[src/rtl/rfPhoenixPkg.sv]
// Shared instruction-word types for the rfPhoenix front end, plus the
// NOP filler inserted as the prefix slot when no PFX word precedes an instruction.
package rfPhoenixPkg;

    typedef logic [5:0] opcode_t;

    localparam opcode_t NOP  = 6'h00;
    localparam opcode_t ADDI = 6'h04;
    localparam opcode_t ORI  = 6'h09;
    localparam opcode_t PFX  = 6'h3F;

    typedef struct packed {
        logic [15:0] imm;
        logic [4:0]  rb;
        logic [4:0]  rt;
        opcode_t     opcode;
    } Instruction;

    typedef struct packed {
        logic [31:0] pc;
        Instruction  pfx;
        Instruction  insn;
    } InstructionFetchbuf;

    localparam Instruction NOP_INSN = '{imm: 16'h0000, rb: 5'd0, rt: 5'd0, opcode: NOP};

endpackage

[src/rtl/rfphoenix_ifb_fifo.sv]
// DEPTH-entry synchronous FIFO of fetch-buffer entries with flush; 1-cycle write-to-read latency.
// Caller must not write when full; reads on an empty FIFO are ignored; flush beats both.
module rfphoenix_ifb_fifo
    import rfPhoenixPkg::*;
#(
    parameter int DEPTH = 4
) (
    input  logic                     clk,
    input  logic                     rst,
    input  logic                     flush,
    input  logic                     wr_en,
    input  InstructionFetchbuf       wr_dat,
    input  logic                     rd_en,
    output InstructionFetchbuf       rd_dat,
    output logic [$clog2(DEPTH):0]   count
);

    localparam int AW = $clog2(DEPTH);

    logic [AW-1:0]      head;
    logic [AW-1:0]      tail;
    logic [AW:0]        cnt;
    InstructionFetchbuf mem [DEPTH];
    logic               rd_ok;

    assign rd_ok  = rd_en && (cnt != '0);
    assign rd_dat = mem[head];
    assign count  = cnt;

    // Storage is reset so the head slot never shows X while the FIFO is empty.
    always_ff @(posedge clk or posedge rst) begin
        if (rst) begin
            head <= '0;
            tail <= '0;
            cnt  <= '0;
            for (int i = 0; i < DEPTH; i++) begin
                mem[i] <= '0;
            end
        end else if (flush) begin
            head <= '0;
            tail <= '0;
            cnt  <= '0;
        end else begin
            if (wr_en) begin
                mem[tail] <= wr_dat;
                tail      <= tail + AW'(1);
            end
            if (rd_ok) begin
                head <= head + AW'(1);
            end
            case ({wr_en, rd_ok})
                2'b10:   cnt <= cnt + (AW+1)'(1);
                2'b01:   cnt <= cnt - (AW+1)'(1);
                default: cnt <= cnt;
            endcase
        end
    end

endmodule

[src/rtl/rfphoenix_ifb_queue.sv]
// Fetch buffer: folds PFX words into their successor and queues entries for decode.
// Latency 1 cycle accept-to-out_valid; in_ready drops only when the queue is full, flush discards all.
module rfphoenix_ifb_queue
    import rfPhoenixPkg::*;
#(
    parameter int DEPTH = 4
) (
    input  logic                     clk,
    input  logic                     rst,
    input  logic                     flush,
    input  logic                     in_valid,
    output logic                     in_ready,
    input  logic [31:0]              in_pc,
    input  Instruction               in_insn,
    output logic                     out_valid,
    input  logic                     out_ready,
    output InstructionFetchbuf       out_ifb,
    output logic [$clog2(DEPTH):0]   count
);

    localparam int AW = $clog2(DEPTH);
    localparam logic [AW:0] DEPTH_C = (AW+1)'(DEPTH);

    logic               pfx_valid;
    Instruction         pfx_word;
    logic [31:0]        pfx_pc;
    logic               accept;
    logic               is_pfx;
    logic               enq;
    logic               deq;
    InstructionFetchbuf merged;

    assign in_ready  = (count < DEPTH_C);
    assign out_valid = (count != '0);
    assign accept    = in_valid && in_ready && !flush;
    assign is_pfx    = (in_insn.opcode == PFX);
    assign enq       = accept && !is_pfx;
    assign deq       = out_valid && out_ready && !flush;

    // Exceptions must report the prefix address, so a merged entry takes pfx_pc.
    always_comb begin
        merged.pc   = pfx_valid ? pfx_pc   : in_pc;
        merged.pfx  = pfx_valid ? pfx_word : NOP_INSN;
        merged.insn = in_insn;
    end

    always_ff @(posedge clk or posedge rst) begin
        if (rst) begin
            pfx_valid <= 1'b0;
            pfx_word  <= '0;
            pfx_pc    <= '0;
        end else if (flush) begin
            pfx_valid <= 1'b0;
        end else if (accept && is_pfx) begin
            pfx_valid <= 1'b1;
            pfx_word  <= in_insn;
            pfx_pc    <= in_pc;
        end else if (enq) begin
            pfx_valid <= 1'b0;
        end
    end

    rfphoenix_ifb_fifo #(.DEPTH(DEPTH)) u_fifo (
        .clk    (clk),
        .rst    (rst),
        .flush  (flush),
        .wr_en  (enq),
        .wr_dat (merged),
        .rd_en  (deq),
        .rd_dat (out_ifb),
        .count  (count)
    );

endmodule

[config.mk]
export PLATFORM = sky130hd
export DESIGN_NAME = rfphoenix_ifb_queue
export DESIGN_NICKNAME = d
export VERILOG_FILES = /design/src/rtl/rfPhoenixPkg.sv /design/src/rtl/rfphoenix_ifb_fifo.sv /design/src/rtl/rfphoenix_ifb_queue.sv
export SDC_FILE = /design/constraint.sdc
export NUM_CORES = 1
export LEC_CHECK = 0
export CAP_MARGIN = 0
export CORE_ASPECT_RATIO = 0.8
export CORE_MARGIN = 5
export CORE_UTILIZATION = 30
export CTS_CLUSTER_DIAMETER = 30
export DETAILED_ROUTE_END_ITERATION = 10
export DONT_BUFFER_PORTS = 1
export PLACE_DENSITY = 0.41
export SKIP_CTS_REPAIR_TIMING = 1
export SLEW_MARGIN = 20
export SYNTH_ARGS = -nofsm -noshare
export SYNTH_HDL_FRONTEND = slang
export SYNTH_SLANG_ARGS = --single-unit
[constraint.sdc]
create_clock -name clk -period 50.8 [get_ports clk]
set_clock_uncertainty 0.1 [all_clocks]
set_input_delay 10.16 -clock clk [delete_from_list [all_inputs] [get_ports clk]]
set_output_delay 10.16 -clock clk [all_outputs]
set_load 0.02 [all_outputs]
==> results.tsv, run 1 <==
metric	value	unit
synth_area	0.0193	mm^2
avgSynthCellArea	13.1	um^2
synth-edff-count	0	
swShare	27.6	%
cpMaxStageDelayCell	buf_4	
overflow	0	
synth.distinct_cells	36	
dieArea	0.0695	mm^2
synthFlopType	dfrtp_1	
grt.total_usage	14.6	%
synth_nets	1549	
die_width	294	um
clk_pin_slew	0.04	ns
ant_nets	0	
cts_buffers	111	
rows	83	
drtIter0Drc	448	
min_period	13.88	ns
setup_ws	36.92	ns
worst_pin_slew	1.09	ns
start_util	30.2	%
fin_crit_sh	27.3	%
coreArea	0.0640	mm^2
max_stage_delay	0.81	ns
seq_area_frac_synth	59.1	%
drt-wirelength-per-cell	20.3	um
vdd_drop_max	0.0285	mV
switchingPower	0.425	mW
critical_path_class	flop to output pin	
cts_tree	yes	
pwr-share-clk	48.7	%
p_comb_share	17.2	%
grt_pass1_wl	79100	um
drt-vias-per-instance	4.75	
hp-class	flop to flop	
drive_gt1_share	29.4	%
clk_latency	0.64	ns
final_hold_viol_count	0	
syn_inst	1475	
powerDensity	63.9	mW/mm^2
grt_max_degree	162	
required	40.54	ns
cts_max_path_buffers	3	
drc	0	
relSlewSlack	27.3	%
drv_cap	0	
post-place-ws	37.38	ns
rsz0062_at_grt	false	
routabilityCongestion	0.699	
grt_pass1_vias	12500	
tns	0	ns
p_leak	10.5	nW
synth-warning-count	0	
worstPathMaxFanout	40	
antenna_cells	0	
h-tree-depth	3	
dr_total_vias	11600	
path_cells	buf_4 > buf_4 > mux4_2	
p_int	1.12	mW
critPathArrivalTime	3.62	ns
portBuffers	0	
areaGrowthSynthToFinish	25.0	%
status	complete, no violations	
crit_top_cell	buf_4	
dp_hpwl	29000	um
antenna_found_initial	0	
synthArstFlopShare	100	%
first_pass_iters	4	
ys_seq_elements	456	
slew_viol_final	0	
worstSetupEndpointType	output pin	
p_seq_share	34.1	%
start_kind	flop	
root_buffer	clkbuf_16	
setup_viol	0	
totalWireLength	49700	um
pin_count	170	
die_y	237	um
cts.sink_count	456	
nets	1575	
max_freq	72.0	MHz
## sequential cells by signal (all words and copies together) (netlist names)
name	cells
pfx_word	32
pfx_valid	1
pfx_pc	32
u_fifo.mem	384
u_fifo.count	3
u_fifo.head	2
u_fifo.tail	2
## layout make-up
cell class,instances,area (um^2)
sequential,456,11400
multi-input combinational,909,7410
inverter,4,22.5
clock buffer,147,3110
fill,6084,39800
clock inverter,59,938
timing repair buffer,19,155
tap,850,1060
## cells by family after synthesis
logic type,count (synthesis),share of synthesized area (%)
xor+xnor,3,0.208
flops,456,59.1
simple gates,315,6.55
compound gates,271,7.32
fa+ha+maj,5,0.363
buf+inv,110,2.65
mux,315,23.8
## worst max-delay path, delay by kind of cell (launching register included)
kind                   cells  cell delay (ns)
flip-flops                 1             0.75
buffers and inverters      2             1.47
multiplexers               1             0.75
## placed cells by master (no fill, tap or decap), drive strengths merged, types with 2 or more instances in the layout
| cell | Yosys | final |
|---|---|---|
| clkinv | 0 | 28 |
| o21ai | 258 | 258 |
| inv | 4 | 8 |
| o31ai | 2 | 2 |
| mux2 | 186 | 186 |
| nor3 | 3 | 3 |
| nor2 | 5 | 5 |
| dfrtp | 456 | 456 |
| or2 | 6 | 6 |
| nand2 | 293 | 293 |
| bufinv | 0 | 21 |
| nand2b | 2 | 2 |
| clkinvlp | 0 | 6 |
| clkbuf | 47 | 147 |
| buf | 59 | 19 |
| mux4 | 96 | 96 |
| o211ai | 4 | 4 |
| nor3b | 2 | 2 |
| ha | 4 | 4 |
| o31a | 2 | 2 |
| mux2i | 33 | 33 |
## power groups by stage
stage	clock (mW)	combinational, mW	sequential [mW]
floorplan	0	0.231	0.504
global placement	0	0.267	0.529
detailed placement	0	0.273	0.530
CTS	0.771	0.272	0.526
global route	0.790	0.291	0.540
finish	0.752	0.265	0.526
## worst paths after layout
| check | slack, ns | from | cells after the start | end |
|---|---|---|---|---|
| setup / recovery | 36.92 | u_fifo.head[1]$_DFFE_PP0P_ | 3 | out_ifb[36] |
| hold / removal | 0.36 | pfx_word[2]$_DFFE_PP0P_ | 1 | pfx_word[2]$_DFFE_PP0P_ |
| setup reg to reg | 47.38 | u_fifo.count[2]$_DFFE_PP0P_ | 5 | u_fifo.mem[319]$_DFFE_PP0P_ |
| hold reg to reg | 0.36 | pfx_word[2]$_DFFE_PP0P_ | 1 | pfx_word[2]$_DFFE_PP0P_ |
| max in group asynchronous | 38.93 | rst | 3 | u_fifo.mem[149]$_DFFE_PP0P_ |
| min in group asynchronous | 9.41 | rst | 1 | pfx_pc[1]$_DFFE_PP0P_ |
## metal layers
metal	vias to the layer above	global-route usage [%]	part of all wire, %
li1	5342	-	-
met1	5946	20.2	47
met2	231	21.8	45
met3	91	5.34	6.6
met4	0	3.87	2.0
met5	-	0	0
## Yosys cell counts (2+ instances only)
library cell	count	area [um^2]
buf_1	21	78.8
buf_2	30	150
buf_6	8	90.1
clkbuf_1	47	176
dfrtp_1	456	11400
ha_1	4	50.1
inv_1	4	15.0
mux2_1	41	462
mux2_2	145	1630
mux2i_1	33	330
mux4_2	96	2160
nand2_1	292	1100
nand2b_1	2	12.5
nor2_1	5	18.8
nor3_1	3	15.0
o211ai_2	4	50.1
o21ai_0	258	1290
o31a_1	2	17.5
o31ai_1	2	15.0
or2_2	6	37.5
## per-stage QoR
stage	power, mW	std cells	util (%)	area (um^2)	hold slack, ns
2_1_floorplan	0.735	1475	-	19300	0.340
5_1_grt	1.62	2444	37.7	24100	0.367
3_5_place_dp	0.803	2238	31.4	20100	0.353
4_1_cts	1.57	2444	37.7	24100	0.363
3_3_place_gp	0.795	2238	31.4	20100	0.353
6_report	1.54	2444	37.7	24100	0.360
No activity file was read; power rests on OpenSTA's default activity.
==> run 2: changes to the inputs <==
--- a/config.mk
+++ b/config.mk
@@ -12,7 +12,7 @@
 export CTS_CLUSTER_DIAMETER = 30
 export DETAILED_ROUTE_END_ITERATION = 10
 export DONT_BUFFER_PORTS = 1
-export PLACE_DENSITY = 0.41
+export PLACE_DENSITY = 0.42
 export SKIP_CTS_REPAIR_TIMING = 1
 export SLEW_MARGIN = 20
 export SYNTH_ARGS = -nofsm -noshare
==> constraint.sdc (replaced) <==
create_clock -name clk -period 11.65 [get_ports clk]
set_clock_uncertainty 0.1 [all_clocks]
set_input_delay 2.33 -clock clk [delete_from_list [all_inputs] [get_ports clk]]
set_output_delay 2.33 -clock clk [all_outputs]
set_load 0.02 [all_outputs]
==> run 2 against run 1 <==
Effect of this change: cell count stayed put; die area stayed put; sequential power rose to 4.3 times the previous value; global-route usage is 0.51 points lower; via count is 0.34% higher; register-to-register slack got worse by 39 ns; critical endpoint is now out_ifb[94]; flip-flop and latch count unchanged.
==> results.tsv, run 2 (synthesis results as in run 1) <==
metric	value	unit
switchingPower	1.82	mW
ant_nets	0	
swShare	27.7	%
required	9.22	ns
slew_viol_final	0	
dp_hpwl	27200	um
cts.sink_count	456	
pin_count	170	
vdd_drop_max	0.116	mV
fin_crit_sh	47.1	%
layout_commonest_cell	dfrtp_1	
grt_pass1_wl	76800	um
post-place-ws	6.27	ns
worstPathMaxFanout	42	
coreArea	0.0640	mm^2
nets	1576	
cp_top_family	buffers and inverters	
dr_total_vias	11700	
antenna_cells	0	
grt.total_usage	14.1	%
dr_wl_met3	3110	um
status	complete, no violations	
antenna_found_initial	0	
largestRegisters	u_fifo.mem x384, pfx_pc x32, pfx_word x32	
areaGrowthSynthToFinish	24.6	%
wl_met1	22100	um
routed-wl-met2	22100	um
die_width	294	um
clk_latency	0.63	ns
drt-vias-per-instance	4.77	
critPathArrivalTime	3.05	ns
h-tree-depth	3	
critical_path_class	flop to output pin	
setup_viol	0	
drv_cap	0	
max_freq	182	MHz
min_period	5.48	ns
worstSetupEndpointType	output pin	
first_pass_iters	5	
p_leak	10.5	nW
clk_pin_slew	0.05	ns
totalWireLength	48300	um
final_hold_viol_count	0	
p_comb_share	17.9	%
drive_gt1_share	29.4	%
reg2reg_setup_slack	8.61	ns
dpl-instance-area	0.0201	mm^2
cts_buffers	110	
top_register	u_fifo.mem	
fin_cells	2444	
path_cells	buf_4 > mux4_2	
start_util	30.2	%
p_int	4.74	mW
grt_pass1_vias	12600	
p_seq_share	34.5	%
portBuffers	0	
cts_max_path_buffers	3	
max_stage_delay	0.86	ns
worst_pin_slew	1.04	ns
setup_ws	6.17	ns
hp-class	flop to flop	
fin_area	0.0240	mm^2
worst-path-buf-inv	1	
dp_cells	2238	
drtIter0Drc	568	
relSlewSlack	30.0	%
die_y	237	um
pwr-share-clk	47.6	%
multi_input_area	0.00741	mm^2
routabilityCongestion	0.722	
layout.area.seq	0.0114	mm^2
largest_reg_flops	384	
rows	83	
dieArea	0.0695	mm^2
powerDensity	273	mW/mm^2
grt_max_degree	179	
drc	0	
rsz0062_at_grt	false	
root_buffer	clkbuf_16	
drt-wirelength-per-cell	19.8	um
maxUsedRoutingLayer	met4	
cpMaxStageDelayCell	buf_4	
fillers	6166	
final_cell_mix	dfrtp_1, nand2_1, o21ai_0	
cts_tree	yes	
overflow	0	
start_kind	flop	
tns	0	ns
## run 2: changes by cell type in the layout (fill, tap and decap cells not counted), sizes merged
cell      before  now
clkbuf       147  154
bufinv        21   13
inv            8    5
clkinv        28   26
clkinvlp       6   10
buf           19   21
## run 2: final cells by class
type                    count  share of cell area [%]
clock inverters            50                    2.79
clock buffers             154                    13.4
flip-flops and latches    456                    47.5
well taps                 850                    4.43
multi-input cells         909                    30.8
inverters                   4                  0.0781
repair buffers             21                   0.963
## run 2: per-stage QoR
stage | power, mW | utilization (%) | hold WS [ns]
floorplan | 3.20 | - | 0.340
global placement | 3.46 | 31.4 | 0.352
detailed placement | 3.49 | 31.4 | 0.354
CTS | 6.67 | 37.5 | 0.366
global route | 6.90 | 37.6 | 0.374
finish | 6.56 | 37.6 | 0.363
## run 2: power by group through the flow
stage          sequential [mW]  clock, mW  combinational, mW
6_report                  2.27       3.12               1.17
5_1_grt                   2.32       3.29               1.29
4_1_cts                   2.27       3.20               1.21
3_5_place_dp              2.29          0               1.21
3_3_place_gp              2.28          0               1.18
2_1_floorplan             2.20          0               1.01
## run 2: worst reg2reg max path: cells and delay by family, from the launching register on
kind                   cells  cell delay [ns]
flip-flops                 1             0.59
multiplexers               1             0.45
AND/OR/NAND/NOR            1             0.22
AO/OA/AOI/OAI              1             0.13
buffers and inverters      2             1.44
## run 2: worst paths after layout
check                           cells past startpoint                         end                   startpoint
worst min-delay path                                1     pfx_word[1]$_DFFE_PP0P_      pfx_word[1]$_DFFE_PP0P_
worst max register to register                      5  u_fifo.mem[31]$_DFFE_PP0P_  u_fifo.count[2]$_DFFE_PP0P_
max in group asynchronous                           3  u_fifo.mem[27]$_DFFE_PP0P_                          rst
min in group asynchronous                           1  u_fifo.mem[64]$_DFFE_PP0P_                          rst
worst min register to register                      1     pfx_word[1]$_DFFE_PP0P_      pfx_word[1]$_DFFE_PP0P_
worst max-delay path                                2                 out_ifb[94]   u_fifo.head[1]$_DFFE_PP0P_
## run 2: per-layer routing
layer  vias to the layer above  GRT usage [%]
met2                       222           21.6
met5                         -              0
met3                        88           5.04
met1                      5984           18.9
li1                       5356              -
met4                         0           4.22
==> run 3: changes to the inputs <==
==> constraint.sdc (replaced) <==
create_clock -name clk -period 4.78 [get_ports clk]
set_clock_uncertainty 0.1 [all_clocks]
set_input_delay 0.956 -clock clk [delete_from_list [all_inputs] [get_ports clk]]
set_output_delay 0.956 -clock clk [all_outputs]
set_load 0.02 [all_outputs]
==> run 3 against run 2 <==
Effect of this change: combinational power rose by 150%; cell count is 0.33% higher; hold slack worse by 0.22 ns; count of clock-buffer cells in the layout decreased by 3; sequential share of layout area is 0.60 points lower; global-route usage is 0.16 points lower; critical endpoint is now out_ifb[50]; largest cell class unchanged; highest routed layer unchanged.
==> results.tsv, run 3 (synthesis results as in run 1) <==
metric	value	unit
status	complete, no violations	
drive_gt1_share	29.8	%
whs	0.141	ns
cpMaxStageDelayCell	dfrtp_4	
worst_pin_slew	0.934	ns
switchingPower	4.52	mW
first_pass_iters	4	
setup_viol	0	
hp-class	input port to asynchronous set/reset pin	
largest_reg_flops	384	
wl_met1	22200	um
grt.total_usage	13.9	%
timing.rr.end	u_fifo.count[1]$_DFFE_PP0P_	
drtIter0Drc	553	
final_hold_viol_count	0	
top_register	u_fifo.mem	
dp_cells	2240	
cts_tree	yes	
reg2reg_setup_slack	1.94	ns
rsz0062_at_grt	false	
drc	0	
root_buffer	clkbuf_16	
worstSetupEndpointType	output pin	
drt-wirelength-per-cell	19.4	um
cts_max_path_buffers	3	
coreArea	0.0640	mm^2
areaGrowthSynthToFinish	26.2	%
worstPathMaxFanout	34	
routed-wl-met2	21400	um
dr_wl_met3	2700	um
dr_total_vias	11600	
max_freq	281	MHz
final_cell_mix	dfrtp_1, nand2_1, o21ai_0	
grt_max_degree	161	
min_period	3.56	ns
r2r-start	u_fifo.count[2]$_DFFE_PP0P_	
pwr-share-clk	48.7	%
slew_viol_final	0	
ff2ff_path_depth	8	
overflow	0	
cts.sink_count	456	
layout_commonest_cell	dfrtp_1	
critical_path_class	flop to output pin	
tns	0	ns
largestRegisters	u_fifo.mem x384, pfx_pc x32, pfx_word x32	
vdd_drop_max	0.284	mV
drt-vias-per-instance	4.74	
rows	83	
dp_hpwl	26700	um
path_cells	buf_4 > mux4_2	
p_seq_share	33.8	%
relSlewSlack	37.8	%
critPathArrivalTime	2.51	ns
drv_cap	0	
antenna_found_initial	0	
grt_pass1_vias	12800	
antenna_cells	0	
pin_count	170	
clk_latency	0.63	ns
ant_nets	0	
setup_ws	1.22	ns
fin_util	38.1	%
h-tree-depth	3	
start_util	30.2	%
p_leak	10.6	nW
portBuffers	0	
p_int	11.8	mW
fin_crit_sh	74.6	%
maxUsedRoutingLayer	met4	
max_stage_delay	0.73	ns
cts_buffers	113	
fin_cells	2452	
die_width	294	um
start_kind	flop	
clk_pin_slew	0.05	ns
required	3.72	ns
totalWireLength	47500	um
nets	1579	
swShare	27.6	%
die_y	237	um
dieArea	0.0695	mm^2
post-place-ws	1.54	ns
p_comb_share	17.5	%
routabilityCongestion	0.685	
grt_pass1_wl	76800	um
powerDensity	672	mW/mm^2
## run 3: per-layer routing
layer	up-vias	GRT usage (%)
met3	88	4.21
met2	229	21.0
li1	5363	-
met4	0	4.80
met5	-	0
met1	5940	19.2
## run 3: metrics by stage
| step | power (mW) | instance area [um^2] |
|---|---|---|
| 2_1_floorplan | 7.81 | 19300 |
| 3_3_place_gp | 8.43 | 20300 |
| 3_5_place_dp | 8.53 | 20300 |
| 4_1_cts | 16.7 | 24300 |
| 5_1_grt | 17.2 | 24300 |
| 6_report | 16.4 | 24300 |
## run 3: power by group through the flow
stage	registers, mW	logic [mW]	clock network [mW]
detailed placement	5.58	2.95	0
finish	5.52	2.87	7.97
global placement	5.55	2.89	0
CTS	5.53	2.96	8.19
floorplan	5.35	2.46	0
global route	5.66	3.17	8.39
## run 3: worst max path at each step
stage,startpoint,endpoint,slack [ns],depth (start not counted)
finish,u_fifo.head[0]$_DFFE_PP0P_,out_ifb[50],1.22,2
global route,u_fifo.head[0]$_DFFE_PP0P_,out_ifb[35],1.07,2
CTS,u_fifo.head[0]$_DFFE_PP0P_,out_ifb[35],1.11,2
detailed placement,flush,u_fifo.count[1]$_DFFE_PP0P_,1.54,8
global placement,flush,u_fifo.count[1]$_DFFE_PP0P_,1.58,8
floorplan,rst,pfx_pc[0]$_DFFE_PP0P_,-2.45,1
## run 3: layout make-up
class	instances	area, um^2
fill	6139	39600
sequential	456	11400
multi-input combinational	909	7410
clock buffer	151	3210
tap	850	1060
clock inverter	61	872
timing repair buffer	21	345
inverter	4	18.8
## run 3: critical path, delay by kind of cell, from the launching register on
family	cells	cell delay [ns]
buffers and inverters	1	0.59
flip-flops	1	0.73
multiplexers	1	0.51
